$ cat src/rtl/alu_sched_pkg.sv
// Shared types and constants for the two-requester ALU scheduler.
// ALU_SCHED_LOCK_EN (optional) enables requester lock for carry chains.
package alu_sched_pkg;

    localparam int NUM_REQ_DEF  = 2;
    localparam int DATA_W_DEF   = 16;
    localparam int FUNSEL_W_DEF = 5;
    localparam int FLAGS_W      = 4;

    localparam int FLAG_Z = 3;
    localparam int FLAG_C = 2;
    localparam int FLAG_N = 1;
    localparam int FLAG_O = 0;

    localparam logic [4:0] FS_ADD16 = 5'b10100;
    localparam logic [4:0] FS_ADC16 = 5'b10101;
    localparam logic [4:0] FS_SUB16 = 5'b10110;
    localparam logic [4:0] FS_ADD8  = 5'b00100;

    typedef enum logic [1:0] {
        IDLE,
        ISSUE,
        CAPT,
        RESP
    } state_e;

endpackage

$ cat src/rtl/alu_sched_if.sv
// Request/response handshake bundle between requesters and the scheduler.
// ReqLock exists only when ALU_SCHED_LOCK_EN is defined.
interface alu_sched_if #(
    parameter int NUM_REQ  = 2,
    parameter int DATA_W   = 16,
    parameter int FUNSEL_W = 5
);
    logic [NUM_REQ-1:0]          ReqValid;
    logic [NUM_REQ-1:0]          ReqReady;
    logic [NUM_REQ*FUNSEL_W-1:0] ReqFunSel;
    logic [NUM_REQ*DATA_W-1:0]   ReqA;
    logic [NUM_REQ*DATA_W-1:0]   ReqB;
`ifdef ALU_SCHED_LOCK_EN
    logic [NUM_REQ-1:0]          ReqLock;
`endif
    logic [NUM_REQ-1:0]          RspValid;
    logic [NUM_REQ-1:0]          RspReady;
    logic [DATA_W-1:0]           RspData;
    logic [3:0]                  RspFlags;

    modport master (
        output ReqValid, ReqFunSel, ReqA, ReqB, RspReady,
`ifdef ALU_SCHED_LOCK_EN
        output ReqLock,
`endif
        input  ReqReady, RspValid, RspData, RspFlags
    );

    modport slave (
        input  ReqValid, ReqFunSel, ReqA, ReqB, RspReady,
`ifdef ALU_SCHED_LOCK_EN
        input  ReqLock,
`endif
        output ReqReady, RspValid, RspData, RspFlags
    );

endinterface

$ cat src/rtl/alu_sched_rr_arb.sv
// Round-robin grant with registered pointer; optional requester lock
// under ALU_SCHED_LOCK_EN.
module alu_sched_rr_arb #(
    parameter int NUM_REQ = 2,
    parameter int IDW     = (NUM_REQ > 1) ? $clog2(NUM_REQ) : 1
) (
    input  logic               clk,
    input  logic               rst_n,
    input  logic [NUM_REQ-1:0] req_valid,
`ifdef ALU_SCHED_LOCK_EN
    input  logic [NUM_REQ-1:0] req_lock,
`endif
    input  logic               accept,
    output logic               any,
    output logic [NUM_REQ-1:0] gnt,
    output logic [IDW-1:0]     win
);

    logic [IDW-1:0]     ptr_q, ptr_d;
    logic [IDW-1:0]     idx;
    logic [NUM_REQ-1:0] req_m;
`ifdef ALU_SCHED_LOCK_EN
    logic               lock_q, lock_d;
    logic [IDW-1:0]     lock_id_q, lock_id_d;
`endif

    always_comb begin
        req_m = req_valid;
`ifdef ALU_SCHED_LOCK_EN
        // a locked owner is the only requester that may be granted
        if (lock_q) begin
            req_m = '0;
            req_m[lock_id_q] = req_valid[lock_id_q];
        end
`endif
        any = 1'b0;
        win = '0;
        gnt = '0;
        idx = '0;
        for (int i = 0; i < NUM_REQ; i++) begin
            idx = IDW'((int'(ptr_q) + i) % NUM_REQ);
            if (!any && req_m[idx]) begin
                any = 1'b1;
                win = idx;
            end
        end
        if (any) gnt[win] = 1'b1;

        ptr_d = ptr_q;
        if (accept) ptr_d = IDW'((int'(win) + 1) % NUM_REQ);
`ifdef ALU_SCHED_LOCK_EN
        lock_d    = lock_q;
        lock_id_d = lock_id_q;
        if (accept) begin
            lock_d    = req_lock[win];
            lock_id_d = win;
        end
`endif
    end

    always_ff @(posedge clk or negedge rst_n) begin
        if (!rst_n) begin
            ptr_q     <= '0;
`ifdef ALU_SCHED_LOCK_EN
            lock_q    <= 1'b0;
            lock_id_q <= '0;
`endif
        end else begin
            ptr_q     <= ptr_d;
`ifdef ALU_SCHED_LOCK_EN
            lock_q    <= lock_d;
            lock_id_q <= lock_id_d;
`endif
        end
    end

endmodule

$ cat src/rtl/alu_op_scheduler.sv
// Shares one ALU between requesters: accept, issue, capture, respond.
// ALU_SCHED_LOCK_EN adds ReqLock to keep carry chains atomic.
module alu_op_scheduler
    import alu_sched_pkg::*;
#(
    parameter int NUM_REQ  = NUM_REQ_DEF,
    parameter int DATA_W   = DATA_W_DEF,
    parameter int FUNSEL_W = FUNSEL_W_DEF
) (
    input  logic                Clock,
    input  logic                Reset,
    alu_sched_if.slave          bus,
    output logic [DATA_W-1:0]   AluA,
    output logic [DATA_W-1:0]   AluB,
    output logic [FUNSEL_W-1:0] AluFunSel,
    output logic                AluWF,
    input  logic [DATA_W-1:0]   AluOut,
    input  logic [3:0]          AluFlags,
    output logic                Busy
);

    localparam int IDW = (NUM_REQ > 1) ? $clog2(NUM_REQ) : 1;

    state_e                state_q, state_d;
    logic [FUNSEL_W-1:0]   fun_q, fun_d;
    logic [DATA_W-1:0]     a_q, a_d;
    logic [DATA_W-1:0]     b_q, b_d;
    logic [IDW-1:0]        id_q, id_d;
    logic [DATA_W-1:0]     res_q, res_d;
    logic [3:0]            flg_q, flg_d;

    logic [NUM_REQ-1:0]    gnt, req_ready, rsp_valid;
    logic [IDW-1:0]        win;
    logic                  any, accept, wf;

    alu_sched_rr_arb #(
        .NUM_REQ (NUM_REQ),
        .IDW     (IDW)
    ) u_arb (
        .clk       (Clock),
        .rst_n     (Reset),
        .req_valid (bus.ReqValid),
`ifdef ALU_SCHED_LOCK_EN
        .req_lock  (bus.ReqLock),
`endif
        .accept    (accept),
        .any       (any),
        .gnt       (gnt),
        .win       (win)
    );

    always_comb begin
        state_d   = state_q;
        fun_d     = fun_q;
        a_d       = a_q;
        b_d       = b_q;
        id_d      = id_q;
        res_d     = res_q;
        flg_d     = flg_q;
        req_ready = '0;
        rsp_valid = '0;
        wf        = 1'b0;
        accept    = 1'b0;
        unique case (state_q)
            IDLE: begin
                if (any) begin
                    accept    = 1'b1;
                    req_ready = gnt;
                    fun_d     = bus.ReqFunSel[int'(win)*FUNSEL_W +: FUNSEL_W];
                    a_d       = bus.ReqA[int'(win)*DATA_W +: DATA_W];
                    b_d       = bus.ReqB[int'(win)*DATA_W +: DATA_W];
                    id_d      = win;
                    state_d   = ISSUE;
                end
            end
            ISSUE: begin
                wf    = 1'b1;
                res_d = AluOut;
                // byte ops leave the ALU's upper byte undefined
                if (!fun_q[4]) res_d[DATA_W-1:8] = '0;
                state_d = CAPT;
            end
            CAPT: begin
                flg_d   = AluFlags;
                state_d = RESP;
            end
            RESP: begin
                rsp_valid[id_q] = 1'b1;
                if (bus.RspReady[id_q]) state_d = IDLE;
            end
            default: state_d = IDLE;
        endcase
    end

    always_ff @(posedge Clock or negedge Reset) begin
        if (!Reset) begin
            state_q <= IDLE;
            fun_q   <= '0;
            a_q     <= '0;
            b_q     <= '0;
            id_q    <= '0;
            res_q   <= '0;
            flg_q   <= '0;
        end else begin
            state_q <= state_d;
            fun_q   <= fun_d;
            a_q     <= a_d;
            b_q     <= b_d;
            id_q    <= id_d;
            res_q   <= res_d;
            flg_q   <= flg_d;
        end
    end

    // the grant is combinational, so hold it off while reset is applied
    assign bus.ReqReady = Reset ? req_ready : '0;
    assign bus.RspValid = rsp_valid;
    assign bus.RspData  = res_q;
    assign bus.RspFlags = flg_q;
    assign AluA         = a_q;
    assign AluB         = b_q;
    assign AluFunSel    = fun_q;
    assign AluWF        = wf;
    assign Busy         = (state_q != IDLE);

endmodule

$ cat src/flat_wrapper.sv
// flat-port wrapper written by rule: the top's interface ports become plain ports
module alu_op_scheduler_flat import alu_sched_pkg::*;
#(
    parameter int NUM_REQ  = NUM_REQ_DEF,
    parameter int DATA_W   = DATA_W_DEF,
    parameter int FUNSEL_W = FUNSEL_W_DEF
)
  (Clock, Reset, AluA, AluB, AluFunSel, AluWF, AluOut, AluFlags, Busy, bus_ReqValid, bus_ReqFunSel, bus_ReqA, bus_ReqB, bus_RspReady, bus_ReqReady, bus_RspValid, bus_RspData, bus_RspFlags);
  alu_sched_if #(.NUM_REQ(NUM_REQ), .DATA_W(DATA_W), .FUNSEL_W(FUNSEL_W)) bus_i ();
  input  logic Clock;
  input  logic Reset;
  output logic [DATA_W-1:0] AluA;
  output logic [DATA_W-1:0] AluB;
  output logic [FUNSEL_W-1:0] AluFunSel;
  output logic AluWF;
  input  logic [DATA_W-1:0] AluOut;
  input  logic [3:0] AluFlags;
  output logic Busy;
  input wire logic [$bits(bus_i.ReqValid)-1:0] bus_ReqValid;
  input wire logic [$bits(bus_i.ReqFunSel)-1:0] bus_ReqFunSel;
  input wire logic [$bits(bus_i.ReqA)-1:0] bus_ReqA;
  input wire logic [$bits(bus_i.ReqB)-1:0] bus_ReqB;
  input wire logic [$bits(bus_i.RspReady)-1:0] bus_RspReady;
  output wire logic [$bits(bus_i.ReqReady)-1:0] bus_ReqReady;
  output wire logic [$bits(bus_i.RspValid)-1:0] bus_RspValid;
  output wire logic [$bits(bus_i.RspData)-1:0] bus_RspData;
  output wire logic [$bits(bus_i.RspFlags)-1:0] bus_RspFlags;
  assign bus_i.ReqValid = bus_ReqValid;
  assign bus_i.ReqFunSel = bus_ReqFunSel;
  assign bus_i.ReqA = bus_ReqA;
  assign bus_i.ReqB = bus_ReqB;
  assign bus_i.RspReady = bus_RspReady;
  assign bus_ReqReady = bus_i.ReqReady;
  assign bus_RspValid = bus_i.RspValid;
  assign bus_RspData = bus_i.RspData;
  assign bus_RspFlags = bus_i.RspFlags;
  alu_op_scheduler #(.NUM_REQ(NUM_REQ), .DATA_W(DATA_W), .FUNSEL_W(FUNSEL_W)) u_core (.Clock(Clock), .Reset(Reset), .bus(bus_i), .AluA(AluA), .AluB(AluB), .AluFunSel(AluFunSel), .AluWF(AluWF), .AluOut(AluOut), .AluFlags(AluFlags), .Busy(Busy));
endmodule
$ cat config.mk
export PLATFORM = sky130hd
export DESIGN_NAME = alu_op_scheduler_flat
export DESIGN_NICKNAME = d
export VERILOG_FILES = /design/src/rtl/alu_sched_pkg.sv /design/src/rtl/alu_sched_if.sv /design/src/rtl/alu_sched_rr_arb.sv /design/src/rtl/alu_op_scheduler.sv /design/src/flat_wrapper.sv
export SDC_FILE = /design/constraint.sdc
export NUM_CORES = 1
export LEC_CHECK = 0
export ABC_CLOCK_PERIOD_IN_PS = 1500
export CAP_MARGIN = 20
export CORE_ASPECT_RATIO = 0.75
export CORE_MARGIN = 3
export CORE_UTILIZATION = 30
export CTS_CLUSTER_DIAMETER = 150
export DETAILED_ROUTE_END_ITERATION = 8
export GPL_TIMING_DRIVEN = 0
export PLACE_DENSITY = 0.68
export REMOVE_ABC_BUFFERS = 1
export SETUP_SLACK_MARGIN = 0.05
export SYNTH_ARGS = -nofsm -noshare
export SYNTH_HDL_FRONTEND = slang
export SYNTH_SLANG_ARGS = --single-unit
$ cat constraint.sdc
create_clock -name Clock -period 1.5 [get_ports Clock]
set_input_delay 0.15 -clock Clock [delete_from_list [all_inputs] [get_ports Clock]]
set_output_delay 0.15 -clock Clock [all_outputs]
set_load 0.03 [all_outputs]
# Word level (Yosys, flattened, before mapping)
# Cells that the tools add are included.
[op_classes]
addsub = 2
n_mul = 1
n_div = 0
order_cmp = 6
n_eq_ne = 5
shifts = 3
mux = 25
bitwise_logic = 0
reduce_logical = 8
[op_table]
columns = ["cell", "count"]
rows = [
  ["$shiftx 32x6->16", 2],
  ["$shiftx 10x32->5", 1],
  ["$mux 1", 15],
  ["$mux 2", 6],
  ["$lt 1x2->1 const B", 4],
  ["$mux 8", 1],
  ["$pmux 2 s4", 1],
  ["$eq 2x2->1 const B", 2],
  ["$mul 1x3->4 const B", 1],
  ["$ne 2x1->1 const B", 2],
  ["$reduce_and 2->1", 2],
  ["$logic_and 1x1->1", 3],
  ["$add 1x1->1 const B", 2],
  ["$demux 1 s1", 2],
  ["$eq 2x1->1 const B", 1],
  ["$ge 1x1->1 const B", 2],
  ["$logic_not 2->1", 1],
  ["$reduce_bool 2->1", 1],
  ["$logic_not 1->1", 1],
]
[word_totals]
register_bits = 61
latchBits = 0
mem_bits_rw = 0
romBits = 0
inputBits = 100
output_inout_bits = 63
elab_cells = 58
memories = 0

# Longest topological paths before layout
[depth]
ltp_word = 13
depth_mapped = 7
mapped_depth_nobuf = 5

# Hierarchy
# From an unflattened synthesis, not the netlist that was laid out.
[hier_totals]
hier_cells = 251
area_unflattened_um2 = 3014.1
[modules_own_cells]
columns = ["module", "n_inst", "cells_per_inst", "area_each_um2", "seq_area_each_um2"]
rows = [
  ["alu_op_scheduler", 1, 243, 2924.1, 1501.4],
  ["alu_sched_rr_arb", 1, 8, 90.1, 25.0],
]

# Worst setup path before layout
# Ideal clock, no wire load.
[synth_timing]
kind = "register to output"
from = "register u_core.state_q[0]"
to = "output port bus_ReqReady[1]"
t_arrival_ns = 1.662
required_time_ns = 1.350
slack_ns = -0.312
stages_incl_launch_ff = 7
n_path_buf = 1
cell_sequence = "dfrtp_1 inv_1 ha_1 inv_2 nor3_4 buf_6 and2_1"
[synth_between]
elab_chain_len = 3
[synth_lines]
columns = ["item", "line", "source"]
rows = [
  ["start, declared", "alu_op_scheduler.sv:24", "state_e state_q, state_d;"],
  ["start signal, assigned", "alu_op_scheduler.sv:105", "state_q <= state_d;"],
  ["$logic_not 2->1", "alu_op_scheduler.sv:64", "unique case (state_q)"],
  ["$mux 2", "alu_op_scheduler.sv:64", ""],
  ["$mux 2", "alu_op_scheduler.sv:116", "assign bus.ReqReady = Reset ? req_ready : '0;"],
  ["end, declared", "flat_wrapper.sv:24", "output wire logic [$bits(bus_i.ReqReady)-1:0] bus_ReqReady;"],
]
# No other way between the ends.

# Worst setup path after layout
[layout_timing]
from = "register u_core.state_q[1]"
to = "output port bus_ReqReady[1]"
# Same word-level chain as after synthesis.

==> impl_metrics.tcl <==
set metrics [dict create \
    synthTopCellsByArea "dfrtp_1, a221o_1, o21ai_0" \
    tightest_slew_ps 927 \
    cp.arrival_ps 1510 \
    multiInputGateArea_um2 1260 \
    drv_slew 0 \
    rsz0062_at_grt "true" \
    max_freq_mhz 603 \
    critical_path_class "flip-flop to output pin" \
    cts_buffer_depth 2 \
    intPower_uw 6060 \
    syn_to_final_growth_pct 77.6 \
    utilization_pct 56.8 \
    finClkSkew_ps 5.90 \
    grt_use_total_pct 19.2 \
    core-area_um2 8780 \
    placed_area_um2 4470 \
    crit_path_start "u_core.state_q[1]" \
    synthArstFlopShare_pct 100 \
    pwr-share-comb_pct 56.3 \
    drc 0 \
    yosysSeqAreaShare_pct 54.3 \
    htreeDepth 3 \
    start_util_pct 32.0 \
    die_x_um 118 \
    required_ps 1350 \
    grt_max_degree 64 \
    placed_cells 529 \
    rows 29 \
    root_buffer "clkbuf_16" \
    seq_area_um2 1530 \
    grt_pass1_vias 2898 \
    reg2reg_to "u_core.AluA[12]" \
    r2r_cells 6 \
    dp_hpwl_um 6370 \
    ys_ff_latch 61 \
    synth-main-ff-cell "dfrtp_1" \
    yosys.cell_types.count 29 \
    yosysMostFrequentCell "dfrtp_1" \
    cts_sinks 61 \
    vias 2823 \
    critPathMaxFanout 5 \
    p_leak_uw 0.00214 \
    synth_edf_count 0 \
    power_switching_share_pct 43.6 \
    p_switching_uw 4690 \
    startpoint_type "flip-flop" \
    synth_top_cell_area_share_pct 54.3 \
    grt_overflow 0 \
    cpMaxStageDelayCell "dfrtp_1" \
    yosys-top-cells-count "dfrtp_1, o21ai_0, nor2_1, a21oi_1, a31oi_1" \
    critPathCaptureType "output pin" \
    stdcell_count 570 \
    pwr-share-seq_pct 27.2 \
    fin_area_um2 4990 \
    fin_crit_ps 1660 \
    antenna_found_initial 0 \
    netlist_area_um2 2810 \
    period_share_pct 111 \
    cp_cell_sequence "inv_2, ha_4, inv_2, nor3_4, and2_1, buf_6" \
    routed_wl_um 10200 \
    ir_drop_v 0.000993 \
    clock_latency_ps 310 \
    max_stage_delay_ps 400 \
    die-area_um2 10600 \
    viasPerCell 4.95 \
    grt_pass1_wl_um 16300 \
    fillers 825 \
    drt_iter0_markers 202 \
    ant_nets 0 \
    gp_congestion 0.732 \
    nets 548 \
    drive_above_1_share_pct 18.6 \
    firstDrtPassIters 4 \
    worstHoldPathType "input pin to async pin" \
    syn_inst 264 \
    status "complete, but fails checks" \
    diodes 0 \
    slew_headroom_pct 38.2 \
    drv_cap 0 \
    fin_hold_ws_ps -103 \
    hold_viol 51 \
    yosysTopAreaCell "dfrtp_1" \
    power_density_nw_per_um2 2150 \
    layout_setup_ws_ps -159 \
    fp.dieH_um 89.8 \
    r2r_slack_ps -10 \
    io_buffers 162 \
    cts_tree "yes" \
    violations "hold timing, setup timing" \
    wire_per_inst_um 17.8 \
    crit_path_end "bus_ReqReady[1]" \
    cts_buffers 9 \
    clk_pin_slew_ps 50 \
    reg2reg_from "u_core.state_q[1]" \
    avgSynthCellArea_um2 10.6 \
    pwr-share-clk_pct 16.5 \
    critPathMostFrequentCell "inv_2" \
    pin_count 163 \
    synth_warnings 0 \
    setup_viol 11 \
]
sequential cells by signal, summed over array words and instances (netlist names):
register,flops
u_core.AluA,16
u_core.AluB,16
u_core.bus.RspData,16
u_core.AluFunSel,5
u_core.bus.RspFlags,4
u_core.state_q,2
u_core.id_q,1
u_core.u_arb.ptr_q,1
worst min-delay path by stage:
stage / end / cells past startpoint
2_1_floorplan: u_core.AluA[0] / 0
3_3_place_gp: u_core.u_arb.ptr_q / 2
3_5_place_dp: u_core.bus.RspData[4] / 1
4_1_cts: u_core.bus.RspData[4] / 1
5_1_grt: u_core.AluA[12] / 1
6_report: u_core.bus.RspData[8] / 1
logic make-up (layout without fill, tap and decap cells):
logic type / Yosys count / after routing / share of synthesized area [%]
AO/OA/AOI/OAI: 94 / 97 / 21.5
flip-flops: 61 / 61 / 54.3
adder cells (fa/ha/maj): 5 / 5 / 2.23
multiplexers: 15 / 15 / 5.92
AND/OR/NAND/NOR: 56 / 58 / 10.4
buffers and inverters: 33 / 210 / 5.70
routing by layer:
| metal | routed length, um | GRT usage (%) | up-vias | part of all wire (%) |
|---|---|---|---|---|
| met5 | 0 | 0 | - | 0 |
| met4 | 0 | 4.10 | 0 | 0 |
| li1 | - | - | 1311 | - |
| met2 | 4830 | 31.1 | 115 | 48 |
| met3 | 809 | 7.03 | 0 | 8.0 |
| met1 | 4510 | 24.7 | 1397 | 44 |
cell usage in the layout (no fill, tap or decap), drive strengths merged, types with 3 or more instances in the layout:
cell	Yosys	layout
mux2	13	13
dfrtp	61	61
nor2	26	26
nand3	8	8
a31oi	22	22
inv	12	12
clkinv	0	3
and2	18	18
a221o	15	15
dlygate4sd2	0	57
ha	5	5
clkdlybuf4s50	0	96
a21oi	23	23
o21ai	31	34
buf	11	27
clkbuf	10	10
critical path: cells and delay by family (launching register included):
kind,cells,cell delay [ps]
buf+inv,3,280
simple gates,2,340
flops,1,400
fa+ha+maj,1,180
what timing repair did:
action                     CTS  global route
setup endpoints to repair  120            56
gates cloned                 4             1
hold endpoints to repair    61             2
pin swaps                    4             3
gates resized for setup    116            17
buffers inserted            12             9
power by group through the flow:
stage / Clock (uW) / Sequential [uW] / Combinational (uW)
after floorplan: 0 / 4380 / 1850
after global routing: 1910 / 3030 / 6470
after detailed placement: 0 / 2940 / 5820
after CTS: 1830 / 2920 / 5790
final: 1770 / 2920 / 6060
after global placement: 0 / 2910 / 5710
layout make-up:
| cell class | instances | area share (%) |
|---|---|---|
| clock buffers | 9 | 4.51 |
| clock inverters | 5 | 0.602 |
| repair buffers | 184 | 34.9 |
| well taps | 124 | 3.11 |
| multi-input cells | 175 | 25.3 |
| inverters | 12 | 0.953 |
| flip-flops and latches | 61 | 30.7 |
stage by stage:
stage / worst slack [ps] / setup TNS [ps] / power, uW / hold slack [ps]
finish: -159 / -603 / 10800 / -103
global route: -209 / -2510 / 11400 / -44.5
global placement: -2470 / -179920 / 8620 / 489
detailed placement: -2160 / -66030 / 8760 / 304
CTS: -197 / -3300 / 10500 / -39.6
floorplan: -343 / -4340 / 6230 / -146
(Power assumes the default switching activity.)
